## config.mk

```make
export PLATFORM = sky130hd
export DESIGN_NAME = mc_sequencer_flat
export DESIGN_NICKNAME = d
export VERILOG_FILES = /design/src/rtl/mc_sequencer_pkg.sv /design/src/rtl/mc_sequencer_if.sv /design/src/rtl/mc_sequencer_mem_waiter.sv /design/src/rtl/mc_sequencer.sv /design/src/flat_wrapper.sv
export SDC_FILE = /design/constraint.sdc
export NUM_CORES = 1
export LEC_CHECK = 0
export ABC_AREA = 1
export CELL_PAD_IN_SITES_DETAIL_PLACEMENT = 1
export CELL_PAD_IN_SITES_GLOBAL_PLACEMENT = 1
export CORE_MARGIN = 2
export CORE_UTILIZATION = 37
export DETAILED_ROUTE_END_ITERATION = 8
export HOLD_SLACK_MARGIN = 0.1
export PLACE_DENSITY = 0.91
export SLEW_MARGIN = 10
export SYNTH_ARGS = -nofsm -noshare
export SYNTH_HDL_FRONTEND = slang
export SYNTH_HIERARCHICAL = 1
export SYNTH_SLANG_ARGS = --single-unit
```

## constraint.sdc

```tcl
create_clock -name clock -period 2.6 [get_ports clock]
set_clock_uncertainty 0.2 [all_clocks]
set_input_delay 0.39 -clock clock [delete_from_list [all_inputs] [get_ports clock]]
set_output_delay 0.39 -clock clock [all_outputs]
set_load 0.02 [all_outputs]
```

## src/rtl/mc_sequencer_pkg.sv

```systemverilog
// ---------------------------------------------------------------------------
// mc_pkg
// Shared definitions for the multicycle control sequencer:
//   - state_t    : 4-bit FSM state encoding (also visible on the debug port)
//   - OP_*       : instruction opcode values
//   - ALU_*, SRCA_*, SRCB_*, PC_*, M2R_*, RD_* : datapath select encodings
//   - ctrl_t     : bundle of every datapath control the sequencer drives
//   - ctrl_of()  : Moore decode from a state to its control bundle
// ---------------------------------------------------------------------------
package mc_pkg;

    typedef enum logic [3:0] {
        ST_FETCH    = 4'd0,
        ST_DECODE   = 4'd1,
        ST_EXEC_R   = 4'd2,
        ST_RWB      = 4'd3,
        ST_EXEC_I   = 4'd4,
        ST_IWB      = 4'd5,
        ST_MEM_ADDR = 4'd6,
        ST_MEM_RD   = 4'd7,
        ST_MEM_WB   = 4'd8,
        ST_MEM_WR   = 4'd9,
        ST_BRANCH   = 4'd10,
        ST_JUMP     = 4'd11,
        ST_IN_WB    = 4'd12,
        ST_OUT_WR   = 4'd13,
        ST_HALT     = 4'd14,
        ST_FAULT    = 4'd15
    } state_t;

    localparam logic [3:0] OP_R    = 4'd0;
    localparam logic [3:0] OP_ADDI = 4'd1;
    localparam logic [3:0] OP_LW   = 4'd2;
    localparam logic [3:0] OP_SW   = 4'd3;
    localparam logic [3:0] OP_BEQ  = 4'd4;
    localparam logic [3:0] OP_BNE  = 4'd5;
    localparam logic [3:0] OP_J    = 4'd6;
    localparam logic [3:0] OP_IN   = 4'd7;
    localparam logic [3:0] OP_OUT  = 4'd8;
    localparam logic [3:0] OP_HALT = 4'd15;

    localparam logic [2:0] ALU_ADD   = 3'd0;
    localparam logic [2:0] ALU_SUB   = 3'd1;
    localparam logic [2:0] ALU_FUNCT = 3'd2;

    localparam logic       SRCA_PC = 1'b0;
    localparam logic       SRCA_A  = 1'b1;

    localparam logic [1:0] SRCB_B   = 2'd0;
    localparam logic [1:0] SRCB_ONE = 2'd1;
    localparam logic [1:0] SRCB_IMM = 2'd2;

    localparam logic [1:0] PC_ALU    = 2'd0;
    localparam logic [1:0] PC_JUMP   = 2'd1;
    localparam logic [1:0] PC_ALUOUT = 2'd2;

    localparam logic [1:0] M2R_MDR    = 2'd0;
    localparam logic [1:0] M2R_ALUOUT = 2'd1;
    localparam logic [1:0] M2R_IN     = 2'd2;

    localparam logic [1:0] RD_RT = 2'd0;
    localparam logic [1:0] RD_RD = 2'd1;
    localparam logic [1:0] RD_R3 = 2'd2;

    // 'fetch' marks the instruction-fetch state: IR/PC writes there are
    // qualified by the live mem_ready, so they are not part of the bundle.
    typedef struct packed {
        logic       mem_req;
        logic       mem_read;
        logic       mem_write;
        logic       mem_src;
        logic       fetch;
        logic       pc_write;
        logic       reg_write;
        logic       out_write;
        logic       branch_eq;
        logic       branch_ne;
        logic       src_a;
        logic [1:0] src_b;
        logic [2:0] alu_op;
        logic [1:0] pc_src;
        logic [1:0] mem_to_reg;
        logic [1:0] reg_dest;
        logic       halted;
    } ctrl_t;

    // Moore decode: every control not named for a state stays 0.
    function automatic ctrl_t ctrl_of(input state_t s, input logic is_bne);
        ctrl_t c;
        c = '0;
        case (s)
            ST_FETCH: begin
                c.mem_req  = 1'b1;
                c.mem_read = 1'b1;
                c.fetch    = 1'b1;
            end
            ST_DECODE: begin
                c.src_a  = SRCA_PC;
                c.src_b  = SRCB_IMM;
                c.alu_op = ALU_ADD;
            end
            ST_EXEC_R: begin
                c.src_a  = SRCA_A;
                c.src_b  = SRCB_B;
                c.alu_op = ALU_FUNCT;
            end
            ST_RWB: begin
                c.reg_write  = 1'b1;
                c.reg_dest   = RD_RD;
                c.mem_to_reg = M2R_ALUOUT;
            end
            ST_EXEC_I, ST_MEM_ADDR: begin
                c.src_a  = SRCA_A;
                c.src_b  = SRCB_IMM;
                c.alu_op = ALU_ADD;
            end
            ST_IWB: begin
                c.reg_write  = 1'b1;
                c.reg_dest   = RD_RT;
                c.mem_to_reg = M2R_ALUOUT;
            end
            ST_MEM_RD: begin
                c.mem_req  = 1'b1;
                c.mem_read = 1'b1;
                c.mem_src  = 1'b1;
            end
            ST_MEM_WB: begin
                c.reg_write  = 1'b1;
                c.reg_dest   = RD_RT;
                c.mem_to_reg = M2R_MDR;
            end
            ST_MEM_WR: begin
                c.mem_req   = 1'b1;
                c.mem_write = 1'b1;
                c.mem_src   = 1'b1;
            end
            ST_BRANCH: begin
                c.src_a     = SRCA_A;
                c.src_b     = SRCB_B;
                c.alu_op    = ALU_SUB;
                c.pc_src    = PC_ALUOUT;
                c.branch_eq = ~is_bne;
                c.branch_ne = is_bne;
            end
            ST_JUMP: begin
                c.pc_write = 1'b1;
                c.pc_src   = PC_JUMP;
            end
            ST_IN_WB: begin
                c.reg_write  = 1'b1;
                c.reg_dest   = RD_R3;
                c.mem_to_reg = M2R_IN;
            end
            ST_OUT_WR: begin
                c.out_write = 1'b1;
            end
            ST_HALT, ST_FAULT: begin
                c.halted = 1'b1;
            end
            default: ;
        endcase
        return c;
    endfunction

endpackage

```

## src/rtl/mc_sequencer_if.sv

```systemverilog
// ---------------------------------------------------------------------------
// mc_sequencer_if
// Memory handshake between the sequencer (master) and the memory (slave).
//   mem_req   : access in progress, held until mem_ready or timeout
//   mem_read  : read qualifier, valid with mem_req
//   mem_write : write qualifier, valid with mem_req
//   mem_src   : address select, 0 = PC, 1 = ALUOut
//   mem_ready : memory completes the current access this cycle
// ---------------------------------------------------------------------------
interface mc_sequencer_if;

    logic mem_req;
    logic mem_read;
    logic mem_write;
    logic mem_src;
    logic mem_ready;

    modport master (
        output mem_req,
        output mem_read,
        output mem_write,
        output mem_src,
        input  mem_ready
    );

    modport slave (
        input  mem_req,
        input  mem_read,
        input  mem_write,
        input  mem_src,
        output mem_ready
    );

endinterface

```

## src/rtl/mc_sequencer_mem_waiter.sv

```systemverilog
// ---------------------------------------------------------------------------
// mc_mem_waiter
// Wait-state counter and timeout compare for one memory access.
//   clock, reset : clock and asynchronous active-high reset
//   mem_req      : an access is being requested this cycle
//   mem_ready    : memory completes the access this cycle
//   start        : first cycle of a new access; discards the old count
//   done         : access completes this cycle (mem_ready wins over timeout)
//   timeout      : this is the MEM_TIMEOUT-th cycle without mem_ready
// ---------------------------------------------------------------------------
module mc_mem_waiter #(
    parameter int TMO_W       = 4,
    parameter int MEM_TIMEOUT = 15
) (
    input  logic clock,
    input  logic reset,
    input  logic mem_req,
    input  logic mem_ready,
    input  logic start,
    output logic done,
    output logic timeout
);

    localparam logic [TMO_W-1:0] LAST_WAIT = TMO_W'(MEM_TIMEOUT - 1);
    localparam logic [TMO_W-1:0] CAP       = TMO_W'(MEM_TIMEOUT);

    logic [TMO_W-1:0] count;
    logic [TMO_W-1:0] count_eff;
    logic             waiting;

    // The start cycle already counts as a wait cycle, so the old count is
    // dropped combinationally rather than one cycle late.
    assign count_eff = start ? '0 : count;
    assign waiting   = mem_req & ~mem_ready;
    assign done      = mem_req & mem_ready;
    assign timeout   = waiting & (count_eff == LAST_WAIT);

    // Count wait cycles, saturating so the counter can never wrap.
    always_ff @(posedge clock or posedge reset) begin
        if (reset) begin
            count <= '0;
        end else if (waiting && (count_eff != CAP)) begin
            count <= count_eff + 1'b1;
        end else begin
            count <= count_eff;
        end
    end

endmodule

```

## src/rtl/mc_sequencer.sv

```systemverilog
// ---------------------------------------------------------------------------
// mc_sequencer
// Multicycle control sequencer for the 16-bit register CPU. Walks each
// instruction through FETCH/DECODE/execute states, handshakes memory through
// mc_sequencer_if with wait states and a timeout fault, and drives the
// datapath selects and write enables as a Moore decode of the state.
//
// Ports:
//   clock, reset  : clock, asynchronous active-high reset (back to FETCH)
//   step          : single-step pulse (only with MC_SEQUENCER_SINGLE_STEP_EN)
//   opcode        : IR opcode field, valid from DECODE onward
//   mem           : memory handshake, master side
//   ir_write, pc_write, reg_write, out_write : write enables
//   branch_eq, branch_ne : conditional PC-write qualifiers
//   src_a, src_b, alu_op, pc_src, mem_to_reg, reg_dest : datapath selects
//   state         : current state (debug)
//   fault         : sticky, illegal opcode or memory timeout
//   halted        : high in HALT or FAULT
//
// Build option: define MC_SEQUENCER_SINGLE_STEP_EN to add the step input.
// FETCH is then parked (mem_req low) on entry until step is seen high.
// ---------------------------------------------------------------------------
module mc_sequencer
    import mc_pkg::*;
#(
    parameter int OP_W        = 4,
    parameter int FUNCT_W     = 3,
    parameter int TMO_W       = 4,
    parameter int MEM_TIMEOUT = 15
) (
    input  logic            clock,
    input  logic            reset,
`ifdef MC_SEQUENCER_SINGLE_STEP_EN
    input  logic            step,
`endif
    input  logic [OP_W-1:0] opcode,
    mc_sequencer_if.master  mem,
    output logic            ir_write,
    output logic            pc_write,
    output logic            reg_write,
    output logic            out_write,
    output logic            branch_eq,
    output logic            branch_ne,
    output logic            src_a,
    output logic [1:0]      src_b,
    output logic [2:0]      alu_op,
    output logic [1:0]      pc_src,
    output logic [1:0]      mem_to_reg,
    output logic [1:0]      reg_dest,
    output logic [3:0]      state,
    output logic            fault,
    output logic            halted
);

    // Refuse to elaborate with settings the timeout logic cannot honour.
    if (FUNCT_W < 1 || MEM_TIMEOUT < 1 || MEM_TIMEOUT >= (1 << TMO_W)) begin : g_bad_param
        $error("mc_sequencer: invalid FUNCT_W/TMO_W/MEM_TIMEOUT");
    end

    state_t cur_state;
    state_t state_nxt;
    ctrl_t  ctrl_q;
    ctrl_t  ctrl_nxt;
    ctrl_t  ctrl_rst;
    logic   fault_set;
    logic   mem_start;
    logic   mem_start_nxt;
    logic   mem_done;
    logic   mem_timeout;
    logic   fetch_go;

`ifdef MC_SEQUENCER_SINGLE_STEP_EN
    // The step pre-state is FETCH with this hold flag set, so the state
    // encoding stays at the sixteen 4-bit values.
    logic   park;
    logic   park_nxt;
`endif

    mc_mem_waiter #(
        .TMO_W      (TMO_W),
        .MEM_TIMEOUT(MEM_TIMEOUT)
    ) u_waiter (
        .clock    (clock),
        .reset    (reset),
        .mem_req  (ctrl_q.mem_req),
        .mem_ready(mem.mem_ready),
        .start    (mem_start),
        .done     (mem_done),
        .timeout  (mem_timeout)
    );

    // Reset lands in FETCH; with single-step the request stays parked.
    always_comb begin
        ctrl_rst = ctrl_of(ST_FETCH, 1'b0);
`ifdef MC_SEQUENCER_SINGLE_STEP_EN
        ctrl_rst.mem_req  = 1'b0;
        ctrl_rst.mem_read = 1'b0;
`endif
    end

    // Next-state logic, plus the control bundle for the next state so the
    // outputs can be registered alongside the state itself.
    always_comb begin
        state_nxt = cur_state;
        fault_set = 1'b0;
`ifdef MC_SEQUENCER_SINGLE_STEP_EN
        park_nxt  = park;
`endif
        case (cur_state)
            ST_FETCH: begin
`ifdef MC_SEQUENCER_SINGLE_STEP_EN
                if (park) begin
                    if (step) begin
                        park_nxt = 1'b0;
                    end
                end else
`endif
                if (mem_done) begin
                    state_nxt = ST_DECODE;
                end else if (mem_timeout) begin
                    state_nxt = ST_FAULT;
                    fault_set = 1'b1;
                end
            end
            ST_DECODE: begin
                case (opcode)
                    OP_W'(OP_R):    state_nxt = ST_EXEC_R;
                    OP_W'(OP_ADDI): state_nxt = ST_EXEC_I;
                    OP_W'(OP_LW),
                    OP_W'(OP_SW):   state_nxt = ST_MEM_ADDR;
                    OP_W'(OP_BEQ),
                    OP_W'(OP_BNE):  state_nxt = ST_BRANCH;
                    OP_W'(OP_J):    state_nxt = ST_JUMP;
                    OP_W'(OP_IN):   state_nxt = ST_IN_WB;
                    OP_W'(OP_OUT):  state_nxt = ST_OUT_WR;
                    OP_W'(OP_HALT): state_nxt = ST_HALT;
                    default: begin
                        state_nxt = ST_FAULT;
                        fault_set = 1'b1;
                    end
                endcase
            end
            ST_EXEC_R:   state_nxt = ST_RWB;
            ST_EXEC_I:   state_nxt = ST_IWB;
            ST_MEM_ADDR: state_nxt = (opcode == OP_W'(OP_SW)) ? ST_MEM_WR : ST_MEM_RD;
            ST_MEM_RD: begin
                if (mem_done) begin
                    state_nxt = ST_MEM_WB;
                end else if (mem_timeout) begin
                    state_nxt = ST_FAULT;
                    fault_set = 1'b1;
                end
            end
            ST_MEM_WR: begin
                if (mem_done) begin
                    state_nxt = ST_FETCH;
                end else if (mem_timeout) begin
                    state_nxt = ST_FAULT;
                    fault_set = 1'b1;
                end
            end
            ST_RWB, ST_IWB, ST_MEM_WB, ST_BRANCH,
            ST_JUMP, ST_IN_WB, ST_OUT_WR: state_nxt = ST_FETCH;
            ST_HALT, ST_FAULT:            state_nxt = cur_state;
            default:                      state_nxt = ST_FAULT;
        endcase

`ifdef MC_SEQUENCER_SINGLE_STEP_EN
        if (state_nxt == ST_FETCH && cur_state != ST_FETCH) begin
            park_nxt = 1'b1;
        end
`endif

        mem_start_nxt = (state_nxt != cur_state) &&
                        (state_nxt == ST_FETCH || state_nxt == ST_MEM_RD ||
                         state_nxt == ST_MEM_WR);

        ctrl_nxt = ctrl_of(state_nxt, opcode == OP_W'(OP_BNE));
`ifdef MC_SEQUENCER_SINGLE_STEP_EN
        if (park_nxt) begin
            ctrl_nxt.mem_req  = 1'b0;
            ctrl_nxt.mem_read = 1'b0;
        end
`endif
    end

    // State register with registered Moore outputs; fault only ever sets
    // and is cleared solely by reset.
    always_ff @(posedge clock or posedge reset) begin
        if (reset) begin
            cur_state <= ST_FETCH;
            ctrl_q    <= ctrl_rst;
            fault     <= 1'b0;
            mem_start <= 1'b1;
`ifdef MC_SEQUENCER_SINGLE_STEP_EN
            park      <= 1'b1;
`endif
        end else begin
            cur_state <= state_nxt;
            ctrl_q    <= ctrl_nxt;
            fault     <= fault | fault_set;
            mem_start <= mem_start_nxt;
`ifdef MC_SEQUENCER_SINGLE_STEP_EN
            park      <= park_nxt;
`endif
        end
    end

    // IR/PC write-back of the fetch only happens on the cycle memory answers.
    assign fetch_go = ctrl_q.fetch & ctrl_q.mem_req & mem.mem_ready;

    assign mem.mem_req   = ctrl_q.mem_req;
    assign mem.mem_read  = ctrl_q.mem_read;
    assign mem.mem_write = ctrl_q.mem_write;
    assign mem.mem_src   = ctrl_q.mem_src;

    assign ir_write   = fetch_go;
    assign pc_write   = ctrl_q.pc_write | fetch_go;
    assign reg_write  = ctrl_q.reg_write;
    assign out_write  = ctrl_q.out_write;
    assign branch_eq  = ctrl_q.branch_eq;
    assign branch_ne  = ctrl_q.branch_ne;
    assign src_a      = ctrl_q.src_a;
    assign src_b      = fetch_go ? SRCB_ONE : ctrl_q.src_b;
    assign alu_op     = ctrl_q.alu_op;
    assign pc_src     = ctrl_q.pc_src;
    assign mem_to_reg = ctrl_q.mem_to_reg;
    assign reg_dest   = ctrl_q.reg_dest;
    assign state      = cur_state;
    assign halted     = ctrl_q.halted;

endmodule

```

## src/flat_wrapper.sv

```systemverilog
// flat-port wrapper written by rule: the top's interface ports become plain ports
module mc_sequencer_flat import mc_pkg::*;
#(
    parameter int OP_W        = 4,
    parameter int FUNCT_W     = 3,
    parameter int TMO_W       = 4,
    parameter int MEM_TIMEOUT = 15
)
  (clock, reset, opcode, ir_write, pc_write, reg_write, out_write, branch_eq, branch_ne, src_a, src_b, alu_op, pc_src, mem_to_reg, reg_dest, state, fault, halted, mem_mem_req, mem_mem_read, mem_mem_write, mem_mem_src, mem_mem_ready);
  mc_sequencer_if mem_i ();
  input  logic clock;
  input  logic reset;
  input  logic [OP_W-1:0] opcode;
  output logic ir_write;
  output logic pc_write;
  output logic reg_write;
  output logic out_write;
  output logic branch_eq;
  output logic branch_ne;
  output logic src_a;
  output logic [1:0] src_b;
  output logic [2:0] alu_op;
  output logic [1:0] pc_src;
  output logic [1:0] mem_to_reg;
  output logic [1:0] reg_dest;
  output logic [3:0] state;
  output logic fault;
  output logic halted;
  output wire logic [$bits(mem_i.mem_req)-1:0] mem_mem_req;
  output wire logic [$bits(mem_i.mem_read)-1:0] mem_mem_read;
  output wire logic [$bits(mem_i.mem_write)-1:0] mem_mem_write;
  output wire logic [$bits(mem_i.mem_src)-1:0] mem_mem_src;
  input wire logic [$bits(mem_i.mem_ready)-1:0] mem_mem_ready;
  assign mem_mem_req = mem_i.mem_req;
  assign mem_mem_read = mem_i.mem_read;
  assign mem_mem_write = mem_i.mem_write;
  assign mem_mem_src = mem_i.mem_src;
  assign mem_i.mem_ready = mem_mem_ready;
  mc_sequencer #(.OP_W(OP_W), .FUNCT_W(FUNCT_W), .TMO_W(TMO_W), .MEM_TIMEOUT(MEM_TIMEOUT)) u_core (.clock(clock), .reset(reset), .opcode(opcode), .mem(mem_i), .ir_write(ir_write), .pc_write(pc_write), .reg_write(reg_write), .out_write(out_write), .branch_eq(branch_eq), .branch_ne(branch_ne), .src_a(src_a), .src_b(src_b), .alu_op(alu_op), .pc_src(pc_src), .mem_to_reg(mem_to_reg), .reg_dest(reg_dest), .state(state), .fault(fault), .halted(halted));
endmodule
```

# After elaboration in Yosys (flattened, before gate mapping)
# Cells that the tools add are included.
# Widths: inputs -> output; s select.
[totals] regBits=33 in_bits=7 wordCells=119
[op_classes] addsub=1 n_eq_ne=42 n_mux=27 n_bitwise=9 reduce_logical=19
[ops] op="$eq 4x4->1 const B" count=19
[ops] op="$eq 4x3->1 const B" count=12
[ops] op="$pmux 4 s9" count=1
[ops] op="$pmux 4 s8" count=1
[ops] op="$mux 4" count=7
[ops] op="$eq 4x2->1 const B" count=6
[ops] op="$pmux 6 s4" count=1
[ops] op="$reduce_or 2->1" count=7
[ops] op="$eq 4x1->1 const B" count=3
[ops] op="$logic_not 4->1" count=3
[ops] op="$mux 1" count=12
[ops] op="$pmux 4 s3" count=1
[ops] op="$reduce_or 10->1" count=1
[ops] op="$reduce_or 7->1" count=1
[ops] op="$reduce_or 3->1" count=2
[ops] op="$and 1x1->1" count=5
[ops] op="$add 4x1->4 const B" count=1
[ops] op="$mux 2" count=2
[ops] op="$ne 4x4->1" count=1
[ops] op="$ne 4x4->1 const B" count=1
[ops] op="$pmux 2 s2" count=1
[ops] op="$reduce_or 4->1" count=1
[ops] op="$logic_and 1x1->1" count=2
[ops] op="$logic_or 1x1->1" count=2
[ops] op="other kinds (3)" count=5

# Longest topological paths before layout
# Gate-level depths: netlist (run 1).
[logic_depth] word_depth=10 depth_mapped=16

# Modules after synthesis
# Netlist (run 1), hierarchy kept.
[modules_own_cells] module="mc_sequencer" instances=1 cells_per_inst=184 area_each_um2=1422.6 seq_area_each_um2=630.6
[modules_own_cells] module="mc_mem_waiter" instances=1 cells_per_inst=42 area_each_um2=276.5 seq_area_each_um2=100.1

# Worst setup path after synthesis (run 1)
# No wires, ideal clock.
[synth_path] path_type="register to register" start="register u_core.ctrl_q, in the netlist u_core/mem.mem_req" end="register u_core.mem_start" setup_ns=0.058 arrival_time_ns=2.058 required_time_ns=2.342 path_slack_ns=0.283 stages_incl_launch_ff=15 period_less_slack_ns=2.317 path_cell_list="dfstp_2 -> nand2_1 -> nor4_1 -> nor2_1 -> nor2_1 -> nand2_1 -> nand2_1 -> inv_1 -> nand3_2 -> nand2_4 -> nor2_2 -> nand3_1 -> nand3_2 -> nand2_1 -> inv_1"
[synth_between] elab_chain_len=9 elab_cells_between_ends=15 cone_classes="eq/ne (3); mux (5); bitwise (3); reduce/logical (4)"
[synth_lines] element="from (decl)" line="mc_sequencer.sv:62" source="ctrl_t ctrl_q;"
[synth_lines] element="from (signal assigned)" line="mc_sequencer.sv:192" source="ctrl_q <= ctrl_rst;"
[synth_lines] element="from (signal assigned)" line="mc_sequencer.sv:200" source="ctrl_q <= ctrl_nxt;"
[synth_lines] element="$and 1x1->1 (*)" line="mc_sequencer_mem_waiter.sv:34" source="assign waiting = mem_req & ~mem_ready;"
[synth_lines] element="$and 1x1->1 (*)" line="mc_sequencer_mem_waiter.sv:36" source="assign timeout = waiting & (count_eff == LAST_WAIT);"
[synth_lines] element="net u_core.mem_timeout" line="mc_sequencer.sv:69" source="logic mem_timeout;"
[synth_lines] element="$mux 4 (*)" line="mc_sequencer.sv:120, mc_sequencer.sv:149, mc_sequencer.sv:157"
[synth_lines] element="$mux 4 (on tied branches)" line="mc_sequencer.sv:155, mc_sequencer.sv:118, mc_sequencer.sv:147"
[synth_lines] element="$pmux 4 s9 (*)" line="mc_sequencer.sv:109" source="case (cur_state)"
[synth_lines] element="$eq 4x3->1 / $logic_not 4->1 (equally long branches)" line="mc_sequencer.sv:175" source="(state_nxt == ST_FETCH || state_nxt == ST_MEM_RD ||"
[synth_lines] element="$logic_or 1x1->1 (2 in series)" line="mc_sequencer.sv:175"
[synth_lines] element="$logic_and 1x1->1 (*)" line="mc_sequencer.sv:174" source="mem_start_nxt = (state_nxt != cur_state) &&"
[synth_lines] element="net u_core.mem_start_nxt" line="mc_sequencer.sv:67" source="logic mem_start_nxt;"
[synth_lines] element="to (signal assigned)" line="mc_sequencer.sv:202" source="mem_start <= mem_start_nxt;"
[synth_lines] element="to (decl)" line="mc_sequencer.sv:66" source="logic mem_start;"
# The timed path passes the listed nets; every way through them passes the cells marked *.

# Final worst setup path (run 1)
[layout_path] start="input mem_mem_ready" end="output pc_write"
[layout_between] elab_chain_len=2
[layout_lines] element="from (decl)" line="flat_wrapper.sv:33" source="input wire logic [$bits(mem_i.mem_ready)-1:0] mem_mem_ready;"
[layout_lines] element="$and 1x1->1" line="mc_sequencer.sv:210" source="assign fetch_go = ctrl_q.fetch & ctrl_q.mem_req & mem.mem_ready;"
[layout_lines] element="$or 1x1->1" line="mc_sequencer.sv:218" source="assign pc_write = ctrl_q.pc_write | fetch_go;"
[layout_lines] element="to (decl)" line="flat_wrapper.sv:15" source="output logic pc_write;"
# No other way between the ends.

==> results.md, run 1 <==
- Most common cell in the synthesized netlist: nand2_1
- Sequential group share of total power: 0.272
- DPL Wire Length: 3580 um
- Die ar.: 0.00515 sq mm
- Unrepaired setup endpoints after global routing: false
- CTS clk-pin slew, worst paths: 0.06 ns
- Combinational share of power: 0.599
- Met1 Usage GRT: 0.262
- Number of global-route vias before repair: 1,654
- Internal power: 1.53 mW
- Drt initial violations: 67
- Clk sinks: 29
- Yosys cell types: 28
- Global-route met3 utilization: 0.0408
- CP bufs+invs: 4
- Cell taking the most area after synthesis: dfrtp_1
- Max-slew headroom: 0.593
- RePlAce Congestion: about 0.92
- Register area share after synthesis: 0.430
- Post-Layout Cell Count: between 300 and 400
- Die Width: a little over 70 um
- Global route overflow: 0
- Clock buffer depth: 2
- Slew Limit Fails: 0
- Sequential cell area: 731 sq um
- Tot Pwr: approximately 3 mW
- Netlist Area Pre-Place: 0.00170 sq mm
- Slowest CP cell: clkdlybuf4s50_1
- Shortest period the worst path allows: 2.50 ns
- CP required: 2.01 ns
- Via density: 4.89
- CP arrival: ~1.9 ns
- Maxcap violations: 0
- Total power per unit cell area: 1340 mW/mm^2
- Multi-input combinational cell area: around 730 sq um
- Post-synth EDFFs: 0
- Crit path cell chain: clkdlybuf4s50_1 > buf_4 > nand3_1 > inv_1 > or2_2 > clkdlybuf4s50_1
- Minimum hold slack: 0.134 ns
- Clock power frac: 0.130
- GRT Total Usage: 0.205
- Main combinational cell family by area after synthesis: simple AND/OR/NAND/NOR gates
- Mux cell area share after synthesis: 0
- Starting Density: 0.388
- Switching share of power: 0.479
- Worst-path fanout max: 3
- Most used cell, CP: clkdlybuf4s50_1
- Post-synthesis simple-gate area fraction: 0.358
- Delay-heaviest family, CP: buffers and inverters
- Adder-Cell Fraction of Synth Area: 0
- Stages on the worst setup path: 6
- Worst r2r src: u_core/mem_start
- Largest net degree at the start of global routing: 17
- CTS Buf Count: 5
- WL final: 4680 um
- RR Endpoint: u_core/mem_start
- Die height: 71.8 um
- P_leak: 1.14 nW
- Critical Path Sink Type: output pin
- Worst-margin pin slew: a little over 0.6 ns
- CTS tree: built
- DR vias: between 1.5k and 2k
- CTS H-tree depth: 2
- Switching pwr: 1.41 mW
- Antenna Cells: 0
- Final Hold Violating Endpoints: 0
- Max IR drop VDD: 703 uV
- HP Class: in -> async
- Reg-to-reg setup timing slack: roughly 0.19 ns
- Synth area leaders: dfrtp_1, nand2_1, nor2_1, dfstp_2, inv_1
- Compound-Gate Fraction of Synth Area: 0.0427
- CTS root buf: clkbuf_8
- Synth cell count leaders: nand2_1, nor2_1, inv_1, dfrtp_1, nand3_1
- Port bufs: 33
- Hold buffer count at cts: 0
- Post-Route Utilization: 0.499
- GRT Max-Usage Layer: met2
- Drt drc: 0
- Initial antenna violation count: 0
- First-pass GRT wire length: between 8000 and 9000 um
- ANT nets after route: 0
- Fillers: 562
- Reg2Reg Depth: 15
- Synthesized area per cell: 7.52 sq um
- Critical Path Start Type: input pin
- Final period utilization: 0.961
- Core Area: 0.00438 sq mm
- Xor/xnor share of the synthesized area: 0.0206
- Synth Net Count: around 230
- IO Count: 35
- Setup violation total in the final timing report: 0
- Fraction of registers with async set/reset: 1.00
- Yosys Warn Count: 6
- Pre-CTS WS: -0.138 ns
- PnR worst setup slack: 0.102 ns
- Most used DFF post-synth: dfrtp_1
- Drt first pass iters: 4
- Post-Syn Instances: 226
- Later-pin clock latency in the skew report: 0.28 ns
- Area fraction of the dominant cell type after synthesis: 0.368
- Synth-to-Final Area Change: 28.7%
- Wirelength per Cell: 14.7 um
- Post-CTS Setup Bufs: 0
- Quantity of gates resized following cts: 0
- Row count: 24
- Met2 Resource Use GR: 0.351
- Critical path's largest stage delay: 0.53 ns
- Max Clk Rate: 400 MHz
- Layout cells sized above 1: 0.229
- Seq cells post-synth: 29
- Crit Path Class: in -> out
- Nets: 272
- Placed Cells: 310
- Outcome: completed
[how the worst max path moves through the flow]
| stage | end | startpoint | slack [ns] |
|---|---|---|---|
| 2_1_floorplan | u_core/mem_start | u_core/mem.mem_req | 0.28 |
| 3_5_place_dp | u_core/mem_start | mem_mem_ready | -0.14 |
| 6_report | pc_write | mem_mem_ready | 0.10 |
| 4_1_cts | u_core/mem_start | mem_mem_ready | 0.05 |
| 5_1_grt | u_core/mem_start | u_core/mem_start | 0.03 |
| 3_3_place_gp | u_core/mem_start | mem_mem_ready | -0.07 |
[routing by layer]
metal	part of all wire	vias up
met1	0.43	764
met3	0.042	4
met4	0.0083	0
li1	-	754
met2	0.52	32
met5	0	-
[power groups by stage]
stage | registers, mW | logic, mW | clock network [mW]
detailed placement | 0.801 | 1.73 | 0
global placement | 0.798 | 1.64 | 0
finish | 0.798 | 1.76 | 0.381
CTS | 0.799 | 1.75 | 0.392
floorplan | 0.818 | 1.09 | 0
global route | 0.821 | 1.94 | 0.408
[layout by cell type (no fill, tap or decap), types with 6 or more instances in the layout]
cell,synthesis,routed
nand3_1,15,14
clkbuf_8,0,6
nand3_2,5,6
inv_1,26,26
inv_2,10,10
nand2_1,47,47
nand2_2,7,7
dfrtp_1,25,25
clkdlybuf4s50_1,0,33
buf_4,12,12
nor2_2,9,10
nor2_1,36,35
[per-stage QoR]
| step | cell area [sq um] | setup TNS [ns] |
|---|---|---|
| floorplan | 1700 | 0 |
| global placement | 2080 | -0.0663 |
| detailed placement | 2080 | -0.514 |
| CTS | 2170 | 0 |
| global route | 2190 | 0 |
| finish | 2190 | 0 |
[final cells by class]
class | count | area share
timing repair buffer | 45 | 0.192
inverter | 38 | 0.0675
clock buffer | 8 | 0.0412
tap | 52 | 0.0297
multi-input combinational | 146 | 0.335
sequential | 29 | 0.334
[cell families (layout without fill, tap and decap cells)]
| kind of cell | count (synthesis) | in the layout |
|---|---|---|
| compound gates | 13 | 13 |
| xor+xnor | 4 | 4 |
| buf+inv | 51 | 91 |
| flops | 29 | 29 |
| other cells | 1 | 1 |
| simple gates | 128 | 128 |
(Power assumes the default switching activity.)
==> inputs of run 2 (changes only) <==
--- a/config.mk
+++ b/config.mk
@@ -9,10 +9,9 @@
 export CELL_PAD_IN_SITES_DETAIL_PLACEMENT = 1
 export CELL_PAD_IN_SITES_GLOBAL_PLACEMENT = 1
 export CORE_MARGIN = 2
-export CORE_UTILIZATION = 37
+export CORE_UTILIZATION = 39
 export DETAILED_ROUTE_END_ITERATION = 8
-export HOLD_SLACK_MARGIN = 0.1
-export PLACE_DENSITY = 0.91
+export PLACE_DENSITY = 0.95
 export SLEW_MARGIN = 10
 export SYNTH_ARGS = -nofsm -noshare
 export SYNTH_HDL_FRONTEND = slang
==> constraint.sdc (replaced) <==
create_clock -name clock -period 3.1 [get_ports clock]
set_clock_uncertainty 0.2 [all_clocks]
set_input_delay 0.465 -clock clock [delete_from_list [all_inputs] [get_ports clock]]
set_output_delay 0.465 -clock clock [all_outputs]
set_load 0.02 [all_outputs]
==> run 2 against run 1 <==
Compared with the run above:
- cell count down 3.1%
- worst hold slack better by 0.069 ns
- die area down 4.8%
- final area down 4.2%
- flip-flop and latch count unchanged
- clock-buffer cell count down 3
- setup slack better by 0.28 ns
- sequential share of layout area up 1.5 points
- via count down 0.26%
- critical path depth up 11
- largest power group unchanged
- total power down 20%
- critical path type is now in -> reg
- sequential power down 16%
- largest cell class is now registers
- critical endpoint is now u_core/mem_start
==> results.md, run 2 (synthesized netlist as in run 1, its figures left out) <==
- Outcome: completed
- Placed Cells: 300
- Crit Path Class: in -> reg
- Max IR drop VDD: roughly 650 uV
- Unrepaired setup endpoints after global routing: false
- Drt initial violations: 57
- Antenna Cells: 0
- Post-Route Setup TNS: 0 ns
- Hold buffer count at cts: 0
- ANT nets after route: 0
- CP required: approximately 3.1 ns
- Wirelength per Cell: roughly 16 um
- Slowest CP cell: clkdlybuf4s50_1
- CP bufs+invs: 5
- Row count: 24
- Critical path's largest stage delay: between 0.4 and 0.5 ns
- CTS clk-pin slew, worst paths: ~0.070 ns
- Worst-margin pin slew: about 0.95 ns
- First-pass GRT wire length: 8140 um
- Number of global-route vias before repair: 1,700
- Critical Path Start Type: input pin
- Starting Density: 0.398
- Nets: 262
- Worst-path fanout max: 5
- Drt drc: 0
- Drt first pass iters: 4
- Crit path cell chain: clkdlybuf4s50_1 > inv_1 > nand2_1 > nor4_1 > buf_4 > nor2_1 > nor2_1 > nand2_1 > nand2_1 > inv_1 > nand3_2 > nand2_4 > nor2_2 > nand3_1 > nand3_2 > nand2_1 > inv_1
- Post-Layout Cell Count: 308
- Die height: 70.0 um
- Initial antenna violation count: 0
- DR vias: between 1.5k and 2k
- Max-slew headroom: 0.368
- Core Area: 0.00426 sq mm
- Global route overflow: 0
- Layout cells sized above 1: 0.195
- Later-pin clock latency in the skew report: 0.28 ns
- Slew Limit Fails: 0
- IO Count: 35
- CTS tree: built
- Final Hold Violating Endpoints: 0
- Die Width: between 70 and 80 um
- Critical Path Sink Type: flop
- CTS Buf Count: 5
- Synth-to-Final Area Change: 23.3%
- Port bufs: 33
- Maxcap violations: 0
- Final period utilization: 0.876
- Fillers: between 500 and 600
- Setup violation total in the final timing report: 0
- Delay-heaviest family, CP: simple AND/OR/NAND/NOR gates
- GRT Total Usage: 0.214
- CP arrival: 2.74 ns
- CTS H-tree depth: 2
- Clock buffer depth: 2
- Largest net degree at the start of global routing: 25
- CTS root buf: clkbuf_8
- Most used cell, CP: nand2_1
- WL final: 4800 um
- Via density: 5.03
- DPL Wire Length: ~3700 um
- Commonest non-fill, non-tap cell in the layout: nand2_1
- HP Class: in -> async
- RePlAce Congestion: a little over 0.9
- Tot Pwr: between 2 and 2.5 mW
- Quantity of gates resized following cts: 0
- Die ar.: 0.00490 sq mm
- Clk sinks: 29
- Max Clk Rate: 368 MHz
- Post-Route Utilization: 0.491
- Post-CTS Setup Bufs: 0
- Shortest period the worst path allows: 2.71 ns
- Total power per unit cell area: around 1100 mW/mm^2
- P_leak: 1.09 nW
- Most frequent cells in the layout: nand2_1, nor2_1, clkdlybuf4s50_1, inv_1, dfrtp_1
## run 2: cell types whose count changed in the layout (fill, tap and decap cells not counted)
cell and change:
nand3_2 -1, nor2_2 -1, nor4_1 +1, clkbuf_1 -2, clkinvlp_4 +1, clkinv_2 +2, clkbuf_8 -1, nor4_2 -1
nand3_1 +1, buf_4 -10, nor2_1 +1
## run 2: final cells by class
cell class	instances	area (sq um)	area share
Clock buffer	5	68.8	0.0329
Sequential cell	29	731	0.349
Tap cell	52	65.1	0.0311
Timing Repair Buffer	35	345	0.165
Clock inverter	3	17.5	0.00836
Multi-Input combinational cell	146	719	0.343
Inverter	38	148	0.0705
## run 2: report_power, final
part / internal, mW / switching, mW
Combinational: 0.481 / 0.878
Clock: 0.155 / 0.153
Sequential: 0.532 / 0.138
Total: 1.17 / 1.17
## run 2: routing by layer
metal  vias to the layer above  track usage  share of wire  wire length, um
met1                       759        0.233           0.39             1870
met2                        40        0.381           0.53             2540
met4                         0       0.0919          0.031              150
met5                         -            0              0                0
met3                        15       0.0649          0.051              245
li1                        736            -              -                -
## run 2: through the flow
step | cell area, sq um | hold WS (ns) | setup slack [ns]
final | 2090 | 0.202 | 0.385
after global routing | 2090 | 0.214 | 0.129
after CTS | 2090 | 0.196 | 0.374
after detailed placement | 2010 | 0.336 | 0.170
after global placement | 2010 | 0.324 | 0.312
after floorplan | 1700 | 0.0311 | 0.783
## run 2: final timing paths
kind,from,to,slack (ns),cells past startpoint
setup / recovery,mem_mem_ready,u_core/mem_start,0.39,17
hold / removal,reset,u_core/u_waiter/count[3],0.20,2
min in group clock,u_core/u_waiter/count[3],u_core/u_waiter/count[3],0.36,2
max in group asynchronous,reset,u_core/mem.mem_req,1.50,3
hold reg to reg,u_core/u_waiter/count[3],u_core/u_waiter/count[3],0.36,2
setup reg to reg,u_core/mem.mem_req,u_core/mem_start,0.55,15
## run 2: worst register-to-register path, cell delays in order (launching register included)
cell     delay (ns)
dfstp_2        0.58
nand2_1        0.11
nor4_1         0.24
buf_4          0.17
nor2_1         0.06
nor2_1         0.19
nand2_1        0.08
nand2_1        0.08
inv_1          0.06
nand3_2        0.09
nand2_4        0.09
nor2_2         0.13
nand3_1        0.17
nand3_2        0.13
nand2_1        0.06
inv_1          0.06
==> inputs of run 3 (changes only) <==
--- a/config.mk
+++ b/config.mk
@@ -9,9 +9,9 @@
 export CELL_PAD_IN_SITES_DETAIL_PLACEMENT = 1
 export CELL_PAD_IN_SITES_GLOBAL_PLACEMENT = 1
 export CORE_MARGIN = 2
-export CORE_UTILIZATION = 39
+export CORE_UTILIZATION = 37
 export DETAILED_ROUTE_END_ITERATION = 8
-export PLACE_DENSITY = 0.95
+export PLACE_DENSITY = 0.91
 export SLEW_MARGIN = 10
 export SYNTH_ARGS = -nofsm -noshare
 export SYNTH_HDL_FRONTEND = slang
==> constraint.sdc (replaced) <==
create_clock -name clock -period 2.7 [get_ports clock]
set_clock_uncertainty 0.2 [all_clocks]
set_input_delay 0.405 -clock clock [delete_from_list [all_inputs] [get_ports clock]]
set_output_delay 0.405 -clock clock [all_outputs]
set_load 0.02 [all_outputs]
==> run 3 against run 2 <==
Compared with the run above:
- critical path depth is the same
- largest power group unchanged
- via count grew 0.58%
- critical path type unchanged
- non-clock buffer count grew 7
==> results.md, run 3 (synthesized netlist as in run 1, its figures left out) <==
- Outcome: completed
- DPL Wire Length: 3580 um
- Post-Route Setup TNS: 0 ns
- Worst r2r src: u_core/mem.mem_req
- Global route overflow: 0
- Nets: about 270
- CP arrival: 2.61 ns
- Reg2Reg Depth: 15
- Hold buffer count at cts: 0
- Quantity of gates resized following cts: 0
- IO Count: 35
- Multi-input combinational cell area: about 740 sq um
- Delay-heaviest family, CP: simple AND/OR/NAND/NOR gates
- Drt first pass iters: 4
- Crit path to: u_core/mem_start
- Worst-path fanout max: 7
- CTS tree: built
- Wirelength per Cell: 15.2 um
- Crit Path Class: in -> reg
- First-pass GRT wire length: 7960 um
- Row count: 24
- Most frequent cells in the layout: nand2_1, nor2_1, clkdlybuf4s50_1, inv_1, dfrtp_1
- Layout cells sized above 1: 0.228
- CTS root buf: clkbuf_8
- RR Endpoint: u_core/mem_start
- Maxcap violations: 0
- CP required: 2.74 ns
- ANT nets after route: 0
- Commonest non-fill, non-tap cell in the layout: nand2_1
- Critical Path Start Type: input pin
- RePlAce Congestion: 0.927
- Initial antenna violation count: 0
- CTS Buf Count: 5
- Max Clk Rate: 388 MHz
- Crit path cell chain: clkdlybuf4s50_1 > inv_1 > nand2_1 > nor4_4 > buf_4 > nor2_1 > nor2_1 > nand2_1 > nand2_1 > nor2_1 > nand3_1 > nand2_2 > nor2_1 > nand2_2 > nand3_2 > nand2_1 > inv_1
- Largest net degree at the start of global routing: 17
- Antenna Cells: 0
- Stages on the worst setup path: 17
- Max-slew headroom: 0.591
- Later-pin clock latency in the skew report: 0.29 ns
- Placed cell area: 0.00206 sq mm
- Clk sinks: 29
- Fillers: 536
- Critical Path Sink Type: flop
- Max IR drop VDD: 719 uV
- CP bufs+invs: 4
- PnR worst setup slack: 0.126 ns
- Reg-to-reg setup timing slack: around 0.15 ns
- Worst-margin pin slew: slightly above 0.6 ns
- Sequential cell area: around 730 sq um
- GRT Total Usage: 0.205
- Core Area: roughly 0.0044 sq mm
- Slew Limit Fails: 0
- Post-CTS Setup Bufs: 0
- Final period utilization: 0.953
- Unrepaired setup endpoints after global routing: true
- Via density: 4.95
- P_leak: 1.13 nW
- Die height: ~72 um
- CTS H-tree depth: 2
- Drt drc: 0
- Starting Density: 0.388
- Number of global-route vias before repair: 1,689
- Slowest CP cell: clkdlybuf4s50_1
- Critical Path Source: mem_mem_ready
- Critical path's largest stage delay: 0.42 ns
- Drt initial violations: 30
- Die ar.: about 0.0052 sq mm
- Synth-to-Final Area Change: 28.6%
- Total power per unit cell area: ~1300 mW/mm^2
- Final non-filler cell area: 0.00218 sq mm
- Clock buffer depth: 2
- Setup violation total in the final timing report: 0
- Port bufs: 33
- Pre-CTS WS: -0.0821 ns
- Final Hold Violating Endpoints: 0
- Shortest period the worst path allows: 2.57 ns
- WL final: 4800 um
- HP Class: in -> async
- DR vias: 1,559
- CTS clk-pin slew, worst paths: 0.06 ns
- Die Width: 71.8 um
[run 3: area by class of cell]
type | instances | area share
Multi-Input combinational cell | 146 | 0.340
Sequential cell | 29 | 0.334
Timing Repair Buffer | 42 | 0.182
Inverter | 38 | 0.0676
Clock buffer | 7 | 0.0441
Tap cell | 52 | 0.0298
Clock inverter | 1 | 0.00229
[run 3: how the worst min path moves through the flow]
stage                              from                        to  slack [ns]  cells after the start
2_1_floorplan                     reset  u_core/u_waiter/count[0]       -0.03                      1
3_3_place_gp   u_core/u_waiter/count[3]  u_core/u_waiter/count[3]        0.32                      2
3_5_place_dp   u_core/u_waiter/count[3]  u_core/u_waiter/count[3]        0.32                      2
4_1_cts                           reset  u_core/u_waiter/count[0]        0.13                      2
5_1_grt                           reset  u_core/u_waiter/count[0]        0.15                      2
6_report                          reset  u_core/u_waiter/count[0]        0.12                      2
[run 3: per-layer routing]
metal / wire [um] / vias up / GRT usage / part of all wire
met5: 0 / - / 0 / 0
met4: 104 / 0 / 0.0881 / 0.022
met3: 197 / 9 / 0.0422 / 0.041
met2: 2500 / 37 / 0.358 / 0.52
met1: 2000 / 761 / 0.244 / 0.42
li1: - / 752 / - / -
[run 3: power by group]
group	internal, mW	total (mW)	leakage (nW)	switching (mW)
registers	0.611	0.771	0.373	0.160
clock network	0.230	0.410	0.0542	0.180
logic	0.622	1.66	0.708	1.04
total	1.46	2.84	1.13	1.38
[run 3: stage by stage]
| step | utilization | hold slack (ns) | instances | power [mW] |
|---|---|---|---|---|
| 6_report | 0.498 | 0.122 | 315 | 2.84 |
| 5_1_grt | 0.498 | 0.149 | 315 | 3.05 |
| 4_1_cts | 0.493 | 0.125 | 315 | 2.83 |
| 3_5_place_dp | 0.470 | 0.324 | 307 | 2.39 |
| 3_3_place_gp | 0.470 | 0.320 | 307 | 2.31 |
| 2_1_floorplan | - | -0.0289 | 226 | 1.83 |
